--- config.mk ---
export PLATFORM = sky130hd
export DESIGN_NAME = std_gray_counter_array
export DESIGN_NICKNAME = d
export VERILOG_FILES = /design/src/rtl/std_gray_counter_array.sv
export SDC_FILE = /design/constraint.sdc
export NUM_CORES = 1
export LEC_CHECK = 0
export ABC_AREA = 1
export CAP_MARGIN = 10
export CORE_MARGIN = 2
export CORE_UTILIZATION = 44
export CTS_CLUSTER_SIZE = 30
export DETAILED_ROUTE_END_ITERATION = 7
export PLACE_DENSITY = 0.8
export SYNTH_ARGS = -nofsm -noshare
export SYNTH_HDL_FRONTEND = slang
export SYNTH_SLANG_ARGS = --single-unit
--- constraint.sdc ---
create_clock -name i_clk -period 2.25 [get_ports i_clk]
set_input_delay 0.45 -clock i_clk [delete_from_list [all_inputs] [get_ports i_clk]]
set_output_delay 0.45 -clock i_clk [all_outputs]
set_load 0.005 [all_outputs]
--- src/rtl/std_gray_counter_array.sv ---
// rtl/std_gray_counter_array.sv - bank of independent up/down counters with gray-coded registered outputs
//
// Purpose: CHANNELS independent counters. Each keeps a binary register and a
// gray register, and the gray register is loaded from gray(bin_next), so
// o_count is glitch-free for sampling in another clock domain.
//
// Ports (all per-channel vectors are packed, channel c at [c*WIDTH +: WIDTH] or [c]):
//   i_clk          clock, rising edge
//   i_rst          asynchronous active-low reset
//   i_clear        load INITIAL_COUNT (highest priority)
//   i_clear_sat    clear the sticky saturation flag
//   i_set          load i_set_value, clamped to [MIN_COUNT, MAX_COUNT]
//   i_set_value    binary load values
//   i_up, i_down   step controls; both together hold
//   o_count        registered gray count
//   o_count_next   combinational gray count for the next cycle
//   o_count_bin    registered binary count
//   o_wrap_around  combinational; this cycle's step wraps at a bound
//   o_at_max       registered; count == MAX_COUNT
//   o_at_min       registered; count == MIN_COUNT
//   o_saturated    sticky; a step was blocked at a bound (WRAP_AROUND = 0 only)
module std_gray_counter_array #(
  parameter int               WIDTH         = 4,
  parameter int               CHANNELS      = 2,
  parameter logic [WIDTH-1:0] MAX_COUNT     = '1,
  parameter logic [WIDTH-1:0] MIN_COUNT     = '0,
  parameter logic [WIDTH-1:0] INITIAL_COUNT = MIN_COUNT,
  parameter bit               WRAP_AROUND   = 1'b1
) (
  input  logic                      i_clk,
  input  logic                      i_rst,
  input  logic [CHANNELS-1:0]       i_clear,
  input  logic [CHANNELS-1:0]       i_clear_sat,
  input  logic [CHANNELS-1:0]       i_set,
  input  logic [CHANNELS*WIDTH-1:0] i_set_value,
  input  logic [CHANNELS-1:0]       i_up,
  input  logic [CHANNELS-1:0]       i_down,
  output logic [CHANNELS*WIDTH-1:0] o_count,
  output logic [CHANNELS*WIDTH-1:0] o_count_next,
  output logic [CHANNELS*WIDTH-1:0] o_count_bin,
  output logic [CHANNELS-1:0]       o_wrap_around,
  output logic [CHANNELS-1:0]       o_at_max,
  output logic [CHANNELS-1:0]       o_at_min,
  output logic [CHANNELS-1:0]       o_saturated
);

  function automatic logic [WIDTH-1:0] to_gray(input logic [WIDTH-1:0] b);
    return b ^ (b >> 1);
  endfunction

  for (genvar c = 0; c < CHANNELS; c++) begin : g_ch
    logic [WIDTH-1:0] bin_q;
    logic [WIDTH-1:0] gray_q;
    logic [WIDTH-1:0] bin_next;
    logic [WIDTH-1:0] set_val;
    logic [WIDTH-1:0] set_clamped;
    logic             above_max;
    logic             below_min;
    logic             wrap;
    logic             sat_event;
    logic             at_max_q;
    logic             at_min_q;
    logic             sat_q;

    assign set_val = i_set_value[c*WIDTH +: WIDTH];

    // Range checks are elaborated away when the bound is the natural limit
    // of the counter width, where the comparison could never be true.
    if (MAX_COUNT == {WIDTH{1'b1}}) begin : g_no_max_chk
      assign above_max = 1'b0;
    end else begin : g_max_chk
      assign above_max = (set_val > MAX_COUNT);
    end

    if (MIN_COUNT == {WIDTH{1'b0}}) begin : g_no_min_chk
      assign below_min = 1'b0;
    end else begin : g_min_chk
      assign below_min = (set_val < MIN_COUNT);
    end

    always_comb begin
      set_clamped = set_val;
      if (above_max) begin
        set_clamped = MAX_COUNT;
      end else if (below_min) begin
        set_clamped = MIN_COUNT;
      end
    end

    always_comb begin
      bin_next  = bin_q;
      wrap      = 1'b0;
      sat_event = 1'b0;
      if (i_clear[c]) begin
        bin_next = INITIAL_COUNT;
      end else if (i_set[c]) begin
        bin_next = set_clamped;
      end else if (i_up[c] && !i_down[c]) begin
        if (bin_q == MAX_COUNT) begin
          if (WRAP_AROUND) begin
            bin_next = MIN_COUNT;
            wrap     = 1'b1;
          end else begin
            sat_event = 1'b1;
          end
        end else begin
          bin_next = bin_q + WIDTH'(1);
        end
      end else if (i_down[c] && !i_up[c]) begin
        if (bin_q == MIN_COUNT) begin
          if (WRAP_AROUND) begin
            bin_next = MAX_COUNT;
            wrap     = 1'b1;
          end else begin
            sat_event = 1'b1;
          end
        end else begin
          bin_next = bin_q - WIDTH'(1);
        end
      end
    end

    always_ff @(posedge i_clk or negedge i_rst) begin
      if (!i_rst) begin
        bin_q    <= INITIAL_COUNT;
        gray_q   <= to_gray(INITIAL_COUNT);
        at_max_q <= (INITIAL_COUNT == MAX_COUNT);
        at_min_q <= (INITIAL_COUNT == MIN_COUNT);
        sat_q    <= 1'b0;
      end else begin
        bin_q    <= bin_next;
        gray_q   <= to_gray(bin_next);
        at_max_q <= (bin_next == MAX_COUNT);
        at_min_q <= (bin_next == MIN_COUNT);
        // A new blocked step beats a simultaneous clear request.
        if (sat_event) begin
          sat_q <= 1'b1;
        end else if (i_clear_sat[c]) begin
          sat_q <= 1'b0;
        end
      end
    end

    assign o_count[c*WIDTH +: WIDTH]      = gray_q;
    assign o_count_bin[c*WIDTH +: WIDTH]  = bin_q;
    assign o_count_next[c*WIDTH +: WIDTH] = to_gray(bin_next);
    assign o_wrap_around[c]               = wrap;
    assign o_at_max[c]                    = at_max_q;
    assign o_at_min[c]                    = at_min_q;
    assign o_saturated[c]                 = sat_q;
  end

endmodule

==> results of run 1 <==
-- cell usage in the layout, fill, tap and decap left out, types with 7 or more instances in the layout --
master,count
nand3_2,9
clkdlybuf4s50_1,33
nand2_1,35
inv_2,15
dfrtp_1,14
nand2_2,15
nor2_4,7
nand3_1,11
buf_6,10
buf_4,50
inv_1,19
-- state kept, by name, indices dropped and copies added, names as in the netlist --
register	count
g_ch.at_max_q	2
g_ch.gray_q	6
g_ch.at_min_q	2
g_ch.bin_q	8
-- area by class of cell --
type	instances	area, sq um	share of cell area [%]
Multi-Input combinational cell	128	962	38.1
Tap cell	44	55.1	2.18
Timing Repair Buffer	105	891	35.2
Clock buffer	4	36.3	1.44
Inverter	34	128	5.05
Sequential cell	18	455	18.0
-- per-stage QoR --
step | cells | hold WS, ns | setup slack, ns | setup TNS (ns) | area, sq um
2_1_floorplan | 192 | 0.154 | 0.336 | 0 | 1390
3_3_place_gp | 310 | 0.768 | -0.606 | -5.19 | 2110
3_5_place_dp | 310 | 0.805 | -0.628 | -5.40 | 2110
4_1_cts | 325 | 0.604 | -0.159 | -0.804 | 2280
5_1_grt | 333 | 0.667 | -0.235 | -1.42 | 2530
6_report | 333 | 0.595 | -0.138 | -0.547 | 2530
-- metal layers --
| layer | track usage, % | part of all wire (%) | vias to the layer above |
|---|---|---|---|
| li1 | - | - | 780 |
| met1 | 28.7 | 43 | 751 |
| met2 | 37.3 | 50 | 55 |
| met3 | 3.90 | 4.9 | 15 |
| met4 | 7.94 | 2.8 | 0 |
| met5 | 0 | 0 | - |
-- critical path: cells and delay by family --
family                   cells  cell delay, ns
adder cells (fa/ha/maj)      1            0.30
buffers and inverters        3            0.56
AND/OR/NAND/NOR              8            0.63
-- report_power, final --
group	switching (W)	internal, W	leakage (nW)	total (W)
logic	0.000242	0.000288	1.06	0.000531
clock network	0.000107	0.0000989	0.0210	0.000206
registers	0.0000261	0.000360	0.223	0.000386
total	0.000376	0.000747	1.30	0.00112
-- worst max path at each step --
stage / slack, ns / startpoint / cells after the start / end
2_1_floorplan: 0.34 / g_ch[1].bin_q[0]$_DFF_PN0_ / 10 / o_count_next[4]
3_3_place_gp: -0.61 / i_down[1] / 12 / o_count_next[6]
3_5_place_dp: -0.63 / i_down[0] / 10 / o_count_next[2]
4_1_cts: -0.16 / g_ch[0].bin_q[0]$_DFF_PN0_ / 11 / o_count_next[2]
5_1_grt: -0.24 / g_ch[0].bin_q[0]$_DFF_PN0_ / 11 / o_count_next[0]
6_report: -0.14 / i_down[1] / 12 / o_count_next[6]
-- cell families after synthesis --
logic type	synth area share, %
fa+ha+maj	10.9
buf+inv	15.8
flops	32.8
other cells	0.271
simple gates	35.4
xor+xnor	0.634
compound gates	4.26
-- timing repair --
action / in CTS / in global routing
resized for setup: 58 / 58
endpoints found under the setup margin: 10 / 10
setup buffers: 14 / 8
pin swaps: 25 / 22
==> results.json, run 1 <==
{
  "grt_pass1_wl_mm": 6.05,
  "yosys-top-cells-area": "dfrtp_1 (29%), nand2_1 (13%), ha_1 (11%)",
  "start_util_pct": 45.6,
  "core_area_sq_um": 3030,
  "period_minus_slack_ns": 2.39,
  "synth_cell_type_count": 22,
  "cts_tree": "yes",
  "synth_warnings": 0,
  "nets": 322,
  "hold_path_class": "in -> async",
  "port_buffers": 47,
  "die_x_microns": 60.0,
  "ys_dominant_reg_cell": "dfrtp_1",
  "setup_ws_ns": -0.138,
  "start_kind": "input pin",
  "endpoint_kind": "primary output",
  "worst_pin_slew_ns": 0.791,
  "cap_violations": 0,
  "power_w": 0.00112,
  "clockBufferDepth": 2,
  "ctsHoldBuffers": 0,
  "yosys.area.top_type": "dfrtp_1",
  "drt-total-wl_mm": 4.72,
  "slew_violations": 0,
  "ys_seq_area_share_pct": 32.8,
  "critPathMostFrequentCell": "nand2_1",
  "relSlewSlack_pct": 47.1,
  "status": "complete, but fails checks",
  "drc": 0,
  "cp_slowest_stage_delay_ns": 0.35,
  "synthCells": 191,
  "r2r_slack_ns": 0.31,
  "cts_made_buffers": 3,
  "antenna_cells": 0,
  "ioPinCount": 52,
  "grt_pass1_vias": 1462,
  "drtIter0Drc": 111,
  "vdd_ir_drop_max_uv": 434,
  "r2r_cells": 14,
  "die_area_sq_um": 3600,
  "ant_nets": 0,
  "worstPathArrival_ns": 1.94,
  "violations": "negative setup slack",
  "fmax_mhz": 419,
  "synth_edf_count": 0,
  "clock_latency_ns": 0.30,
  "fill_cells": 180,
  "globalplace.congestion": 0.851,
  "hpwl_mm": 2.67,
  "syn_area_sq_um": 1380,
  "synth_area_per_cell_sq_um": 7.23,
  "drt_pass1_iterations": 4,
  "netlist.area_leader.share_pct": 29.0,
  "viasPerCell": 4.81,
  "leakage_nw": 1.30,
  "clock-sinks": 18,
  "htreeDepth": 1,
  "areaGrowthSynthToFinish_pct": 83.0,
  "critPathMaxFanout": 4,
  "path_cells": "dlygate4sd2_1 -> inv_2 -> nor2_2 -> nand3_1 -> nand2_1 -> nand2_1 -> nand2_2 -> nand2_2 -> nand2_1 -> nand2_1 -> ha_1 -> buf_2",
  "synth-seq-cells": 18,
  "yosysMostFrequentCell": "nand2_1",
  "utilization_pct": 83.5,
  "die_h_microns": 60.0,
  "groute.usage.overall_pct": 22.3,
  "antenna_found_initial": 0,
  "period_share_pct": 106,
  "path_clk_slew_ns": 0.10,
  "regToRegStartpoint": "g_ch[0].bin_q[0]$_DFF_PN0_",
  "timing.rr.end": "g_ch[0].at_max_q$_DFF_PN0_",
  "grt_start_max_net_pins": 19,
  "layout-drive-gt1-share_pct": 50.9,
  "powerDensity_nw_per_um2": 444,
  "clockRootBuffer": "clkbuf_4",
  "grt-ovfl-total": 0,
  "crit_type": "in -> out",
  "required_ns": 1.80,
  "async_flop_share_pct": 100,
  "rsz0062_at_grt": "true",
  "hold_viol_final": 0,
  "num_vias": 1601,
  "finClkSkew_ns": 0.000733,
  "wire_per_inst_microns": 14.2,
  "rows": 20,
  "crit_slowest_cell": "dlygate4sd2_1",
  "synth_common_cells": "nand2_1 (49), inv_1 (24), nand3_1 (19), dfrtp_1 (16)",
  "setup_viol": 8
}
Power figures use the tool's default switching activity.
==> inputs of run 2 (changes only) <==
Settings changed: SETUP_SLACK_MARGIN set to 0.1.
==> results.json, run 2 (synthesis gave the netlist of run 1 again) <==
{
  "crit_slowest_cell": "dfrtp_1",
  "final_common_cell": "buf_4",
  "num_vias": 1673,
  "period_minus_slack_ns": 2.43,
  "path_delay_family": "simple AND/OR/NAND/NOR gates",
  "viasPerCell": 5.04,
  "crit_buf_inv": 2,
  "status": "complete, but fails checks",
  "powerDensity_nw_per_um2": 445,
  "layout-drive-gt1-share_pct": 49.7,
  "clockRootBuffer": "clkbuf_4",
  "regToRegStartpoint": "g_ch[0].bin_q[0]$_DFF_PN0_",
  "reg_top3": "g_ch.bin_q (8), g_ch.gray_q (6)",
  "rows": 20,
  "setup_ws_ns": -0.182,
  "design_area_sq_um": 2520,
  "port_buffers": 47,
  "drtIter0Drc": 135,
  "relSlewSlack_pct": 48.1,
  "start_kind": "flop",
  "worst_pin_slew_ns": 0.776,
  "drc": 0,
  "core_area_sq_um": 3030,
  "critPathMostFrequentCell": "nand2_1",
  "hold_viol_final": 0,
  "largest_reg_flops": 8,
  "leakage_nw": 1.30,
  "wire_per_inst_microns": 15.3,
  "antenna_cells": 0,
  "fmax_mhz": 411,
  "use_met1_pct": 28.5,
  "critPathMaxFanout": 4,
  "required_ns": 1.80,
  "globalplace.congestion": 0.851,
  "groute.usage.overall_pct": 22.5,
  "placed_area_sq_um": 2110,
  "top_register": "g_ch.bin_q",
  "violations": "negative setup slack",
  "period_share_pct": 108,
  "endpoint": "o_count_next[6]",
  "power_w": 0.00112,
  "grt_start_max_net_pins": 19,
  "cp_slowest_stage_delay_ns": 0.44,
  "grt_most_used_layer": "met2",
  "slew_violations": 0,
  "htreeDepth": 1,
  "clockBufferDepth": 2,
  "vdd_ir_drop_max_uv": 420,
  "grt_use_met3_pct": 3.90,
  "cts_tree": "yes",
  "use_met2_pct": 38.2,
  "nets": 321,
  "timing.rr.end": "g_ch[0].at_max_q$_DFF_PN0_",
  "startpoint": "g_ch[1].bin_q[1]$_DFF_PN0_",
  "antenna_found_initial": 0,
  "crit_cells": 11,
  "clock_latency_ns": 0.31,
  "die_area_sq_um": 3600,
  "start_util_pct": 45.6,
  "finClkSkew_ns": 0.00180,
  "grt_pass1_wl_mm": 6.12,
  "hold_path_class": "in -> async",
  "ff_latch_area_sq_um": 453,
  "grt_pass1_vias": 1488,
  "ant_nets": 0,
  "crit_type": "reg -> out",
  "rsz0062_at_grt": "true",
  "drt-total-wl_mm": 5.07,
  "grt-ovfl-total": 0,
  "setup_viol": 8,
  "layout_common_cells": "buf_4 (46), nand2_1 (38), clkdlybuf4s50_1 (33)",
  "multi_input_area_sq_um": 958,
  "utilization_pct": 83.3,
  "ioPinCount": 52,
  "worstPathArrival_ns": 1.98,
  "whs_ns": 0.587,
  "die_h_microns": 60.0,
  "cap_violations": 0,
  "fill_cells": 167,
  "areaGrowthSynthToFinish_pct": 82.5,
  "endpoint_kind": "primary output",
  "die_x_microns": 60.0,
  "drt_pass1_iterations": 4,
  "clock-sinks": 18,
  "r2r_slack_ns": 0.29,
  "path_clk_slew_ns": 0.10,
  "r2r_cells": 12,
  "hpwl_mm": 2.67,
  "cts_made_buffers": 3,
  "path_cells": "buf_6 -> nor2_2 -> nand3_1 -> nand2_1 -> nand2_1 -> nand2_1 -> nand2_2 -> nand2_1 -> nand2_1 -> ha_1 -> buf_2"
}
==> run 2: cell type report <==
cell class | instances | area share [%]
clock buffers | 4 | 1.44
inverters | 34 | 5.06
multi-input cells | 128 | 38.0
flip-flops and latches | 18 | 18.0
well taps | 44 | 2.18
repair buffers | 104 | 35.3
==> run 2: metrics by stage <==
step	setup TNS (ns)	instances	worst slack, ns
final	-0.764	332	-0.182
after detailed placement	-5.40	310	-0.628
after floorplan	0	192	0.336
after global placement	-5.19	310	-0.606
after global routing	-1.54	332	-0.291
after CTS	-0.796	326	-0.159
==> run 2: routing by layer <==
layer / up-vias / part of all wire (%)
li1: 777 / -
met1: 797 / 40
met2: 80 / 50
met3: 19 / 6.1
met4: 0 / 3.6
met5: - / 0
==> run 2: power by group <==
group / switching (W) / internal, W / total (W) / leakage [nW]
Clock: 0.000106 / 0.0000990 / 0.000205 / 0.0210
Sequential: 0.0000254 / 0.000359 / 0.000385 / 0.225
Combinational: 0.000249 / 0.000284 / 0.000533 / 1.05
==> run 2: repair_timing <==
| action | CTS | global route |
|---|---|---|
| resized for setup | 67 | 49 |
| pin swaps | 30 | 28 |
| buffers inserted | 16 | 8 |
| hold buffers | 0 | 0 |
| setup endpoints to repair | 10 | 10 |
==> run 2: worst reg2reg max path: stages, from the launching register on <==
cell     delay [ns]
dfrtp_1        0.44
ha_2           0.23
nand3_1        0.14
nand3_1        0.14
nand2_1        0.07
nand2_2        0.11
buf_6          0.12
a21oi_4        0.05
buf_4          0.13
buf_4          0.13
ha_1           0.19
nand2_1        0.08
inv_1          0.04
==> run 2: worst min-delay path by stage <==
stage	from	slack, ns	end	cells after the start
2_1_floorplan	i_rst	0.15	g_ch[0].at_max_q$_DFF_PN0_	0
3_3_place_gp	g_ch[1].bin_q[0]$_DFF_PN0_	0.77	g_ch[1].bin_q[0]$_DFF_PN0_	4
3_5_place_dp	g_ch[1].bin_q[0]$_DFF_PN0_	0.81	g_ch[1].bin_q[0]$_DFF_PN0_	4
4_1_cts	i_rst	0.60	g_ch[0].gray_q[2]$_DFF_PN0_	1
5_1_grt	i_rst	0.65	g_ch[1].gray_q[2]$_DFF_PN0_	1
6_report	i_rst	0.59	g_ch[0].gray_q[2]$_DFF_PN0_	1
